$ cat config.mk
export PLATFORM = sky130hd
export DESIGN_NAME = pwm_fader_flat
export DESIGN_NICKNAME = d
export VERILOG_FILES = /design/src/rtl/pwm_fader_if.sv /design/src/rtl/pwm_fader.sv /design/src/flat_wrapper.sv
export SDC_FILE = /design/constraint.sdc
export NUM_CORES = 1
export LEC_CHECK = 0
export CORE_MARGIN = 4
export CORE_UTILIZATION = 25
export DETAILED_ROUTE_END_ITERATION = 6
export PLACE_DENSITY = 0.45
export SKIP_CTS_REPAIR_TIMING = 1
export SYNTH_ARGS = -nofsm -noshare
export SYNTH_HDL_FRONTEND = slang
export SYNTH_SLANG_ARGS = --single-unit
$ cat constraint.sdc
create_clock -name clk -period 7.7 [get_ports clk]
set_clock_uncertainty 0.05 [all_clocks]
set_input_delay 1.155 -clock clk [delete_from_list [all_inputs] [get_ports clk]]
set_output_delay 1.155 -clock clk [all_outputs]
set_load 0.01 [all_outputs]
$ cat src/rtl/pwm_fader_if.sv
// Purpose : control/status bundle for pwm_fader (fade enable, mode, PWM outputs, segment).
// Ports   : en, mode (driven by master); pwm_out[NUM_CH], seg (driven by slave = fader).
// Latency : n/a (wires only); backpressure: none, outputs are free-running levels.
interface pwm_fader_if #(
  parameter int NUM_CH = 3
);
  localparam int SEGW = $clog2(2 * NUM_CH);

  logic              en;
  logic              mode;
  logic [NUM_CH-1:0] pwm_out;
  logic [SEGW-1:0]   seg;

  modport master (output en, output mode, input pwm_out, input seg);
  modport slave  (input en, input mode, output pwm_out, output seg);
endinterface

$ cat src/rtl/pwm_fader.sv
// Purpose : multi-channel PWM colour-wheel / breathe fader (e.g. RGB LED driver).
// Latency : duty changes reach pwm_out at the next PWM period boundary; seg is registered.
// Backpr. : none; en=0 freezes the fade, the PWM carrier keeps running.
// Ports   : clk, rst (async, active-high); bus.en, bus.mode in; bus.pwm_out, bus.seg out.
// Config  : define PWM_ACTIVE_LOW_EN to invert pwm_out (common-anode LEDs).
module pwm_fader #(
  parameter int NUM_CH       = 3,
  parameter int PWM_INTERVAL = 1200,
  parameter int DUTY_STEP    = 12,
  parameter int STEP_CYCLES  = 10000
) (
  input logic        clk,
  input logic        rst,
  pwm_fader_if.slave bus
);

  localparam int DW        = $clog2(PWM_INTERVAL + 1);
  localparam int SEGS      = 2 * NUM_CH;
  localparam int SEGW      = $clog2(SEGS);
  localparam int SEG_STEPS = PWM_INTERVAL / DUTY_STEP;
  localparam int TW        = (STEP_CYCLES > 1) ? $clog2(STEP_CYCLES) : 1;
  localparam int KW        = (SEG_STEPS > 1) ? $clog2(SEG_STEPS) : 1;

  localparam logic [DW-1:0]   PI_V         = DW'(PWM_INTERVAL);
  localparam logic [DW-1:0]   DS_V         = DW'(DUTY_STEP);
  localparam logic [DW-1:0]   PWM_LAST     = DW'(PWM_INTERVAL - 1);
  localparam logic [TW-1:0]   STEP_LAST    = TW'(STEP_CYCLES - 1);
  localparam logic [KW-1:0]   SEGSTEP_LAST = KW'(SEG_STEPS - 1);
  localparam logic [SEGW-1:0] SEG_LAST     = SEGW'(SEGS - 1);

  typedef enum logic [1:0] {ST_RISE, ST_HIGH, ST_FALL, ST_LOW} ch_state_e;

  // Channel position inside the wheel. Mode 0 staggers channel k by 2k
  // segments so each colour rises while its predecessor is still high.
  function automatic ch_state_e ch_state(input logic [SEGW-1:0] s, input int k, input logic m);
    int r;
    if (m) begin
      r = int'(s);
    end else begin
      r = int'(s) + SEGS - 2 * k;
      if (r >= SEGS) r = r - SEGS;
    end
    if (r == 0)           return ST_RISE;
    else if (r < NUM_CH)  return ST_HIGH;
    else if (r == NUM_CH) return ST_FALL;
    else                  return ST_LOW;
  endfunction

  // Duty a channel holds at seg=0, mode 0 (reset image).
  function automatic logic [DW-1:0] rst_duty(input int k);
    return (ch_state('0, k, 1'b0) == ST_HIGH) ? PI_V : '0;
  endfunction

  logic [DW-1:0]     pwm_cnt_q, pwm_cnt_d;
  logic [TW-1:0]     step_cnt_q, step_cnt_d;
  logic [KW-1:0]     seg_step_q, seg_step_d;
  logic [SEGW-1:0]   seg_q, seg_d;
  logic              mode_q, mode_d;
  logic [DW-1:0]     shadow_q [NUM_CH];
  logic [DW-1:0]     shadow_d [NUM_CH];
  logic [DW-1:0]     active_q [NUM_CH];
  logic [DW-1:0]     active_d [NUM_CH];
  logic              step_fire;
  logic              pwm_wrap;
  logic [NUM_CH-1:0] pwm_raw;

  always_comb begin
    // The terminal count always completes the step, even if en drops on it.
    step_fire  = (step_cnt_q == STEP_LAST);
    pwm_wrap   = (pwm_cnt_q == PWM_LAST);
    pwm_cnt_d  = pwm_wrap ? '0 : pwm_cnt_q + DW'(1);
    step_cnt_d = step_cnt_q;
    seg_step_d = seg_step_q;
    seg_d      = seg_q;
    mode_d     = mode_q;

    if (step_fire) begin
      step_cnt_d = '0;
    end else if (bus.en) begin
      step_cnt_d = step_cnt_q + TW'(1);
    end

    if (step_fire) begin
      if (seg_step_q == SEGSTEP_LAST) begin
        seg_step_d = '0;
        seg_d      = (seg_q == SEG_LAST) ? '0 : seg_q + SEGW'(1);
        // Mode only takes effect on a segment boundary so a wheel never
        // jumps mid-ramp.
        mode_d     = bus.mode;
      end else begin
        seg_step_d = seg_step_q + KW'(1);
      end
    end

    for (int k = 0; k < NUM_CH; k++) begin
      shadow_d[k] = shadow_q[k];
      if (step_fire) begin
        case (ch_state(seg_q, k, mode_q))
          ST_RISE: shadow_d[k] = (shadow_q[k] >= PI_V - DS_V) ? PI_V : shadow_q[k] + DS_V;
          ST_HIGH: shadow_d[k] = PI_V;
          ST_FALL: shadow_d[k] = (shadow_q[k] <= DS_V) ? '0 : shadow_q[k] - DS_V;
          default: shadow_d[k] = '0;
        endcase
      end
      // Compare value only changes at the period boundary; taking the
      // freshly stepped shadow lets a step landing on the wrap show up
      // in the very next period.
      active_d[k] = pwm_wrap ? shadow_d[k] : active_q[k];
    end
  end

  always_ff @(posedge clk or posedge rst) begin
    if (rst) begin
      pwm_cnt_q  <= '0;
      step_cnt_q <= '0;
      seg_step_q <= '0;
      seg_q      <= '0;
      mode_q     <= 1'b0;
      for (int k = 0; k < NUM_CH; k++) begin
        shadow_q[k] <= rst_duty(k);
        active_q[k] <= rst_duty(k);
      end
    end else begin
      pwm_cnt_q  <= pwm_cnt_d;
      step_cnt_q <= step_cnt_d;
      seg_step_q <= seg_step_d;
      seg_q      <= seg_d;
      mode_q     <= mode_d;
      for (int k = 0; k < NUM_CH; k++) begin
        shadow_q[k] <= shadow_d[k];
        active_q[k] <= active_d[k];
      end
    end
  end

  // duty = PWM_INTERVAL is never reached by the counter, so it yields 100 %.
  always_comb begin
    pwm_raw = '0;
    for (int k = 0; k < NUM_CH; k++) begin
      pwm_raw[k] = (pwm_cnt_q < active_q[k]);
    end
  end

`ifdef PWM_ACTIVE_LOW_EN
  assign bus.pwm_out = ~pwm_raw;
`else
  assign bus.pwm_out = pwm_raw;
`endif
  assign bus.seg = seg_q;

endmodule

$ cat src/flat_wrapper.sv
// flat-port wrapper written by rule: the top's interface ports become plain ports
module pwm_fader_flat 
#(
  parameter int NUM_CH       = 3,
  parameter int PWM_INTERVAL = 1200,
  parameter int DUTY_STEP    = 12,
  parameter int STEP_CYCLES  = 10000
)
  (clk, rst, bus_en, bus_mode, bus_pwm_out, bus_seg);
  pwm_fader_if #(.NUM_CH(NUM_CH)) bus_i ();
  input logic clk;
  input logic rst;
  input wire logic [$bits(bus_i.en)-1:0] bus_en;
  input wire logic [$bits(bus_i.mode)-1:0] bus_mode;
  output wire logic [$bits(bus_i.pwm_out)-1:0] bus_pwm_out;
  output wire logic [$bits(bus_i.seg)-1:0] bus_seg;
  assign bus_i.en = bus_en;
  assign bus_i.mode = bus_mode;
  assign bus_pwm_out = bus_i.pwm_out;
  assign bus_seg = bus_i.seg;
  pwm_fader #(.NUM_CH(NUM_CH), .PWM_INTERVAL(PWM_INTERVAL), .DUTY_STEP(DUTY_STEP), .STEP_CYCLES(STEP_CYCLES)) u_core (.clk(clk), .rst(rst), .bus(bus_i));
endmodule
==> flow_metrics.tcl <==
set metrics [dict create \
    hold_ws_ps 441 \
    detail-route-antenna-nets 0 \
    diodes 0 \
    multi_input_area_um2 4040 \
    grt-ovfl-total 0 \
    worstPathMaxFanout 7 \
    finalMaxSlewViolations 0 \
    syn_inst 761 \
    synth_top_family_by_area "compound AO/OA/AOI/OAI gates" \
    area_growth_pct 10.7 \
    synth.avg_cell_area_um2 9.13 \
    synth_compound_area_frac 0.188 \
    synthAdderAreaFrac 0.0972 \
    yosysSeqAreaShare 0.369 \
    synth_top_area_frac 0.339 \
    routed_wl_um 18000 \
    worstHoldStart "u_core.seg_step_q[6]" \
    finalSetupViolations 0 \
    htreeDepth 3 \
    synth_nets 819 \
    dpl_worst_slack_ps 4040 \
    synthArstFlopShare 1.00 \
    synth-seq-cells 102 \
    yosys-top-cells-area "dfrtp_1, ha_1, mux2_2, xnor2_1, nand2_1" \
    nets 804 \
    track_usage 0.121 \
    tightestPinTransition_ps 907 \
    max_clock_freq_mhz 250 \
    ios 10 \
    rsz0062_at_grt "no" \
    max-cap-violations 0 \
    critPathRequiredTime_ps 6490 \
    rrSetupSlack_ps 4120 \
    synthXorXnorAreaFrac 0.0643 \
    syn-cell-area_um2 6950 \
    critPathKind "flip-flop to output port" \
    vias 5484 \
    clock_path_buffers 2 \
    worst_r2r_path_depth 11 \
    power.total_w 0.00113 \
    ys_types 73 \
    r2r-end "u_core.active_q[10]" \
    cts_num_sinks 102 \
    route.detailed.drc 0 \
    holdPathEnd "u_core.seg_step_q[6]" \
    routed_via_density 4.88 \
    synth-simple-area-share 0.187 \
    cts-root-buf "clkbuf_16" \
    setup_tns_ps 0 \
    cp.arrival_ps 2800 \
    hp-class "flip-flop to flip-flop" \
    synth_ff_type "dfrtp_1" \
    cts_made_buffers 9 \
    core_area_um2 27200 \
    path_clk_slew_ps 80 \
    p_leak_nw 3.17 \
    cp-start-kind "flip-flop" \
    yosysWarningCount 0 \
    antenna_found_initial 0 \
    grt_max_degree 70 \
    clkLatencyLatePin_ps 360 \
    port_buffers 9 \
    status "complete, no violations" \
    wl_per_cell_um 16.1 \
    die_x_um 175 \
    gp_congestion 0.817 \
    synth_area_leader_cell "dfrtp_1" \
    fin_crit_ps 4010 \
    synthMuxAreaShare 0.0443 \
    grt_first_pass_wirelength_um 30100 \
    ir_worst_vdd_mv 0.107 \
    die_height_um 175 \
    dr.pass1.iters 5 \
    slew-limit-headroom 0.395 \
    finalCritPeriodShare 0.520 \
    regArea_um2 2560 \
    cts_tree "yes" \
    row_count 60 \
    grt_pass1_vias 5495 \
    nFillCells 2980 \
    timing.rr.start "u_core.bus.seg[1]" \
    start_util 0.256 \
    hold_viol_final 0 \
    drtIter0Drc 270 \
    layout-drive-gt1-share 0.0959 \
    whs_path_depth 1 \
    worst_setup_path_end_kind "output port" \
    pwr_density_cell_nw_per_um2 148 \
    setup_slack_ps 3690 \
    place_hpwl_um 13100 \
    synth_edf_count 0 \
    dieArea_um2 30500 \
]
==> worst max-delay path, stage by stage, from the launching register on <==
cell             delay [ps]
dfrtp_1                 480
ha_1                    330
a21o_1                  180
a2111oi_0               420
o21ai_0                 180
a221oi_1                270
clkdlybuf4s50_1         580
==> logic make-up after synthesis <==
logic type	Yosys count
AND/OR/NAND/NOR	252
AO/OA/AOI/OAI	186
flip-flops	102
buffers and inverters	88
adder cells (fa/ha/maj)	54
XOR/XNOR	51
multiplexers	28
==> power by group <==
group	total, W	switching, W	internal (W)
registers	0.000577	0.0000237	0.000554
clock network	0.000490	0.000218	0.000272
logic	0.0000675	0.0000413	0.0000263
total	0.00113	0.000283	0.000852
==> cells in the final DEF (no fill, tap or decap), drive strengths merged, types with 12 or more instances in the layout <==
master,synthesis,routed
o21ai,46,46
a21o,16,16
nand2,60,60
a31oi,13,13
dfrtp,94,94
nor3,27,27
xor2,25,25
ha,54,54
inv,46,47
mux2,22,22
nor2,52,52
nand3,25,25
xnor2,26,26
a21oi,20,20
clkbuf,28,12
==> stage by stage <==
stage                      util  cell area, um2  cells
final                     0.283            7690   1123
after global routing      0.283            7690   1123
after CTS                 0.283            7690   1123
after detailed placement  0.272            7380   1107
after global placement    0.272            7380   1107
after floorplan               -            6950    761
==> synth_stat cells (7+ instances only) <==
master	instances
a21o_1	16
a21oi_1	20
a221oi_1	9
a31oi_1	13
and3_1	7
buf_2	7
clkbuf_1	28
dfrtp_1	94
dfstp_2	8
ha_1	54
inv_1	46
mux2_2	22
nand2_1	60
nand2b_1	11
nand3_1	25
nand4_1	10
nor2_1	52
nor3_1	25
nor4_1	11
o21a_1	8
o21ai_0	42
o22ai_1	8
or3_1	10
xnor2_1	26
xor2_1	25
==> registers in the layout, indices dropped and copies added (netlist names) <==
name,flops
u_core.active_q,33
u_core.bus.seg,3
u_core.mode_q,1
u_core.pwm_cnt_q,11
u_core.seg_step_q,7
u_core.shadow_q,33
u_core.step_cnt_q,14
==> layout make-up <==
cell class,count,share of cell area
sequential,102,0.333
clock buffer,12,0.0333
timing repair buffer,16,0.0185
clock inverter,4,0.00699
tap,372,0.0605
multi-input combinational,571,0.525
inverter,46,0.0228
==> metal layers <==
layer	share of wire	global-route usage	up-vias
met2	0.48	0.203	59
li1	-	-	2733
met5	0	0	-
met4	0.013	0.0324	0
met3	0.020	0.0186	13
met1	0.49	0.164	2679
==> worst max-delay path by stage <==
stage,from,end,slack (ps)
2_1_floorplan,rst,u_core.active_q[0],3830
3_3_place_gp,u_core.active_q[5],bus_pwm_out[2],4030
3_5_place_dp,u_core.active_q[5],bus_pwm_out[2],4040
4_1_cts,u_core.active_q[5],bus_pwm_out[2],3640
5_1_grt,u_core.active_q[5],bus_pwm_out[2],3450
6_report,u_core.pwm_cnt_q[5],bus_pwm_out[1],3690
Power figures use the tool's default switching activity.
==> patch 1, RTL diff (same settings) <==
Compare `step_cnt_q` against `STEP_LAST` with >= in place of ==.
--- a/src/rtl/pwm_fader.sv
+++ b/src/rtl/pwm_fader.sv
@@ -68,3 +68,3 @@
     // The terminal count always completes the step, even if en drops on it.
-    step_fire  = (step_cnt_q == STEP_LAST);
+    step_fire  = (step_cnt_q >= STEP_LAST);
     pwm_wrap   = (pwm_cnt_q == PWM_LAST);
Formal check against the unedited RTL: same outputs for any inputs over 10 cycles, from zero or initial values and one cycle with rst high; that may be too few to reach the edited logic, so the function may still have changed.
==> patch 1 against the unedited design <==
Cell area about the same; largest power group unchanged; total power is 2.1% lower; sequential cell count unchanged; setup slack gained 250 ps; synthesized area barely moved; largest cell class unchanged; wire length fell by 5.4%; highest routed layer unchanged; maximum frequency is 6.6% higher; count of clock-buffer cells in the layout down 1.
==> patch 1: results (changes against the unedited design) <==
outcome:
  status: "complete, no violations"
final_layout:
  nFillCells: 2866  # -3.8%
  drive_gt1_share_pct: 12.79  # +3.2 points
  num-nets-final: 796  # -1.0%
placed_design:
  place_inst: 1099  # -0.72%
  dpl_cell_area_mm2: 0.007396  # +0.19%
  gp_congestion: 0.8112  # -0.73%
routing:
  wl_met2_um: 7903  # -8.8%
  drt_first_pass_iters: 4  # -1
  drt-total-wl_um: 17060  # -5.4%
  vias_per_cell: 4.862  # -0.44%
  wl_per_cell_um: 15.30  # -4.7%
  met1_length_um: 8502  # -3.0%
logic_synthesis:
  ys_types: 82  # +12%
  syn_nets: 807  # -1.5%
  synth_cells: 749  # -1.6%
  ys_seq_area_share_pct: 36.91  # about the same
  synth_commonest_cells: "dfrtp_1 (94), nor2_1 (58), nand2_1 (56), ha_1 (54), inv_1 (49)"
power:
  switching_share_pct: 26.41  # +1.5 points
  p_leak_nw: 3.171  # about the same
  combPwrFrac_pct: 6.5  # +0.5 points
  power.share.clock_pct: 41.9  # -1.3 points
  ir_drop_mv: 0.07214  # -33%
sta:
  setup_slack_ps: 3944  # +249.2 ps
global_route:
  grt_pass1_vias: 5333  # -2.9%
  grt_start_max_net_pins: 75  # +7.1%
  globalRouteTotalUtil_pct: 11.50  # -0.62 points
  use_met2_pct: 18.37  # -1.9 points
  met1_usage_pct: 16.16  # -0.22 points
  grt_pass1_wl_um: 28990  # -3.6%
critical_path:
  worstSetupEndpoint: "bus_pwm_out[2]"
  cpPeakStageDelay_ps: 600  # +20 ps
  rr_endpoint: "u_core.active_q[4]"
  r2r_slack_ps: 4010  # -110 ps
-- patch 1: cell types whose count changed in the layout (fill, tap and decap cells not counted), moves of 9 or more --
cell	change
a21oi_1	+15
nor3_1	-13
xnor2_1	-14
mux2_2	+11
a221oi_1	-9
-- patch 1: cell families after synthesis --
group | count (synthesis) | synth area share (%)
simple gates | 241 | 18.13
compound gates | 199 | 20.36
flops | 102 | 36.91
buf+inv | 86 | 4.992
fa+ha+maj | 54 | 9.732
mux | 38 | 6.217
xor+xnor | 29 | 3.658
-- patch 1: cell type report --
type / instances / share of cell area (%)
multi-input cells: 561 / 52.71
flip-flops and latches: 102 / 33.32
well taps: 372 / 6.052
clock buffers: 11 / 3.156
inverters: 51 / 2.522
repair buffers: 13 / 1.562
clock inverters: 5 / 0.6833
-- patch 1: worst max-delay path, delay by kind of cell (launching register included) --
kind                     cells  cell delay [ps]
flip-flops                   1              520
buffers and inverters        1              600
adder cells (fa/ha/maj)      1              300
AO/OA/AOI/OAI                3              770
==> patch 2, RTL diff (config.mk and constraints unchanged) <==
Made on the original files. `PWM_INTERVAL` is set to 1200 in 2 places; all go to 600.
--- a/src/rtl/pwm_fader.sv
+++ b/src/rtl/pwm_fader.sv
@@ -7,3 +7,3 @@
   parameter int NUM_CH       = 3,
-  parameter int PWM_INTERVAL = 1200,
+  parameter int PWM_INTERVAL = 600,
   parameter int DUTY_STEP    = 12,
--- a/src/flat_wrapper.sv
+++ b/src/flat_wrapper.sv
@@ -4,3 +4,3 @@
   parameter int NUM_CH       = 3,
-  parameter int PWM_INTERVAL = 1200,
+  parameter int PWM_INTERVAL = 600,
   parameter int DUTY_STEP    = 12,
Function: no difference found for any inputs over 10 cycles, from zero or initial values and one cycle with rst high; that may be too few to reach the edited logic, so the function may still have changed.
==> patch 2 against the unedited design <==
Setup slack got worse by 280 ps; sequential cell count decreased by 8; combinational power decreased by 19%; synthesized area decreased by 10%; sequential share of layout area rose by 0.45 points; sequential power fell by 7.8%; global-route usage decreased by 0.69 points; cell area is 9.0% lower; total power fell by 3.0%; cell count fell by 9.3%; wire length is 12% lower.
==> patch 2: results (changes against the unedited design) <==
placed_design:
  gp_congestion: 0.8508  # +4.1%
  hpwl_um: 11350  # -14%
final_layout:
  nFillCells: 2607  # -13%
  n_all_buffers: 12  # -4
  inv_count: 50  # +8.7%
  multi_input_area_share_pct: 51.27  # -1.2 points
  seq_share_pct: 33.76  # +0.45 points
  drive_gt1_share_pct: 9.496  # -0.091 points
  largestRegisters: "u_core.active_q (30), u_core.shadow_q (30), u_core.step_cnt_q (14)"
  clk_share_pct: 4.846  # +0.81 points
  num-nets-final: 743  # -7.6%
  nonClkBufAreaFrac_pct: 1.609  # -0.24 points
  clkbuf_count: 11  # -1
  multi_input_cells: 523  # -8.4%
logic_synthesis:
  yosysTopAreaCellShare_pct: 34.43  # +0.58 points
  synth_compound_area_share_pct: 18.30  # -0.54 points
  muxShareOfSynthArea_pct: 4.985  # +0.55 points
  ys.flop_type: "dfrtp_1"
  synth-xor-area-share_pct: 3.924  # -2.5 points
  synth_commonest_cells: "dfrtp_1 (86), nand2_1 (64), inv_1 (50), ha_1 (49), nor2_1 (46)"
  ys_seq_area_share_pct: 37.80  # +0.92 points
die:
  fp.coreArea_mm2: 0.02446  # -10%
routing:
  drt-total-wl_um: 15810  # -12%
  vias_per_cell: 5.002  # +2.4%
global_route:
  grt_start_max_net_pins: 67  # -4.3%
  globalRouteTotalUtil_pct: 11.44  # -0.69 points
sta:
  timing.hold.ws_ps: 457.9  # +16.70 ps
  worst_pin_slew_ps: 990.5  # +83.47 ps
power:
  p_leak_nw: 2.975  # -6.1%
critical_path:
  crit_path_max_fanout: 16  # +9
  cpPeakStageDelay_ps: 790  # +210 ps
  r2r_slack_ps: 3410  # -710 ps
outcome:
  status: "complete, no violations"
[patch 2: cell types whose count changed after synthesis, sizes merged, moves of 6 or more]
cell / change
nor2: -6
o22ai: -6
xor2: -14
dfrtp: -8
a31oi: -6
a221oi: -6
xnor2: -9
buf: -12
[patch 2: stage by stage]
stage	util, %	worst slack, ps	instances	total power (W)
6_report	28.60	3413	1019	0.001101
5_1_grt	28.60	3067	1019	0.001151
4_1_cts	28.60	3451	1019	0.001117
3_5_place_dp	27.22	3480	1003	0.0005977
3_3_place_gp	27.22	3572	1003	0.0005953
2_1_floorplan	-	4060	697	0.0005774
[patch 2: cell families after synthesis]
| kind of cell | after synthesis |
|---|---|
| flops | 94 |
| simple gates | 251 |
| compound gates | 167 |
| xor+xnor | 28 |
| mux | 28 |
| fa+ha+maj | 49 |
| buf+inv | 80 |
[patch 2: per-layer routing]
layer	global-route usage, %	routed length [um]	vias to the layer above	share of wire, %
met5	0	0	-	0
met2	17.92	7160	81	45
met3	1.833	409	22	2.6
met4	4.017	381	0	2.4
li1	-	-	2525	-
met1	16.04	7859	2469	50
[patch 2: worst paths after layout]
kind,to,start,depth (start not counted)
setup / recovery,u_core.active_q[9],u_core.bus.seg[1],11
hold / removal,u_core.active_q[14],u_core.active_q[14],1
setup reg to reg,u_core.active_q[9],u_core.bus.seg[1],11
hold reg to reg,u_core.active_q[14],u_core.active_q[14],1
max in group asynchronous,u_core.active_q[29],rst,3
min in group asynchronous,u_core.step_cnt_q[2],rst,2
[patch 2: where the power goes]
group | internal, W | switching, W
sequential | 0.000512 | 0.0000201
combinational | 0.0000210 | 0.0000335
clock | 0.000306 | 0.000209
total | 0.000839 | 0.000262
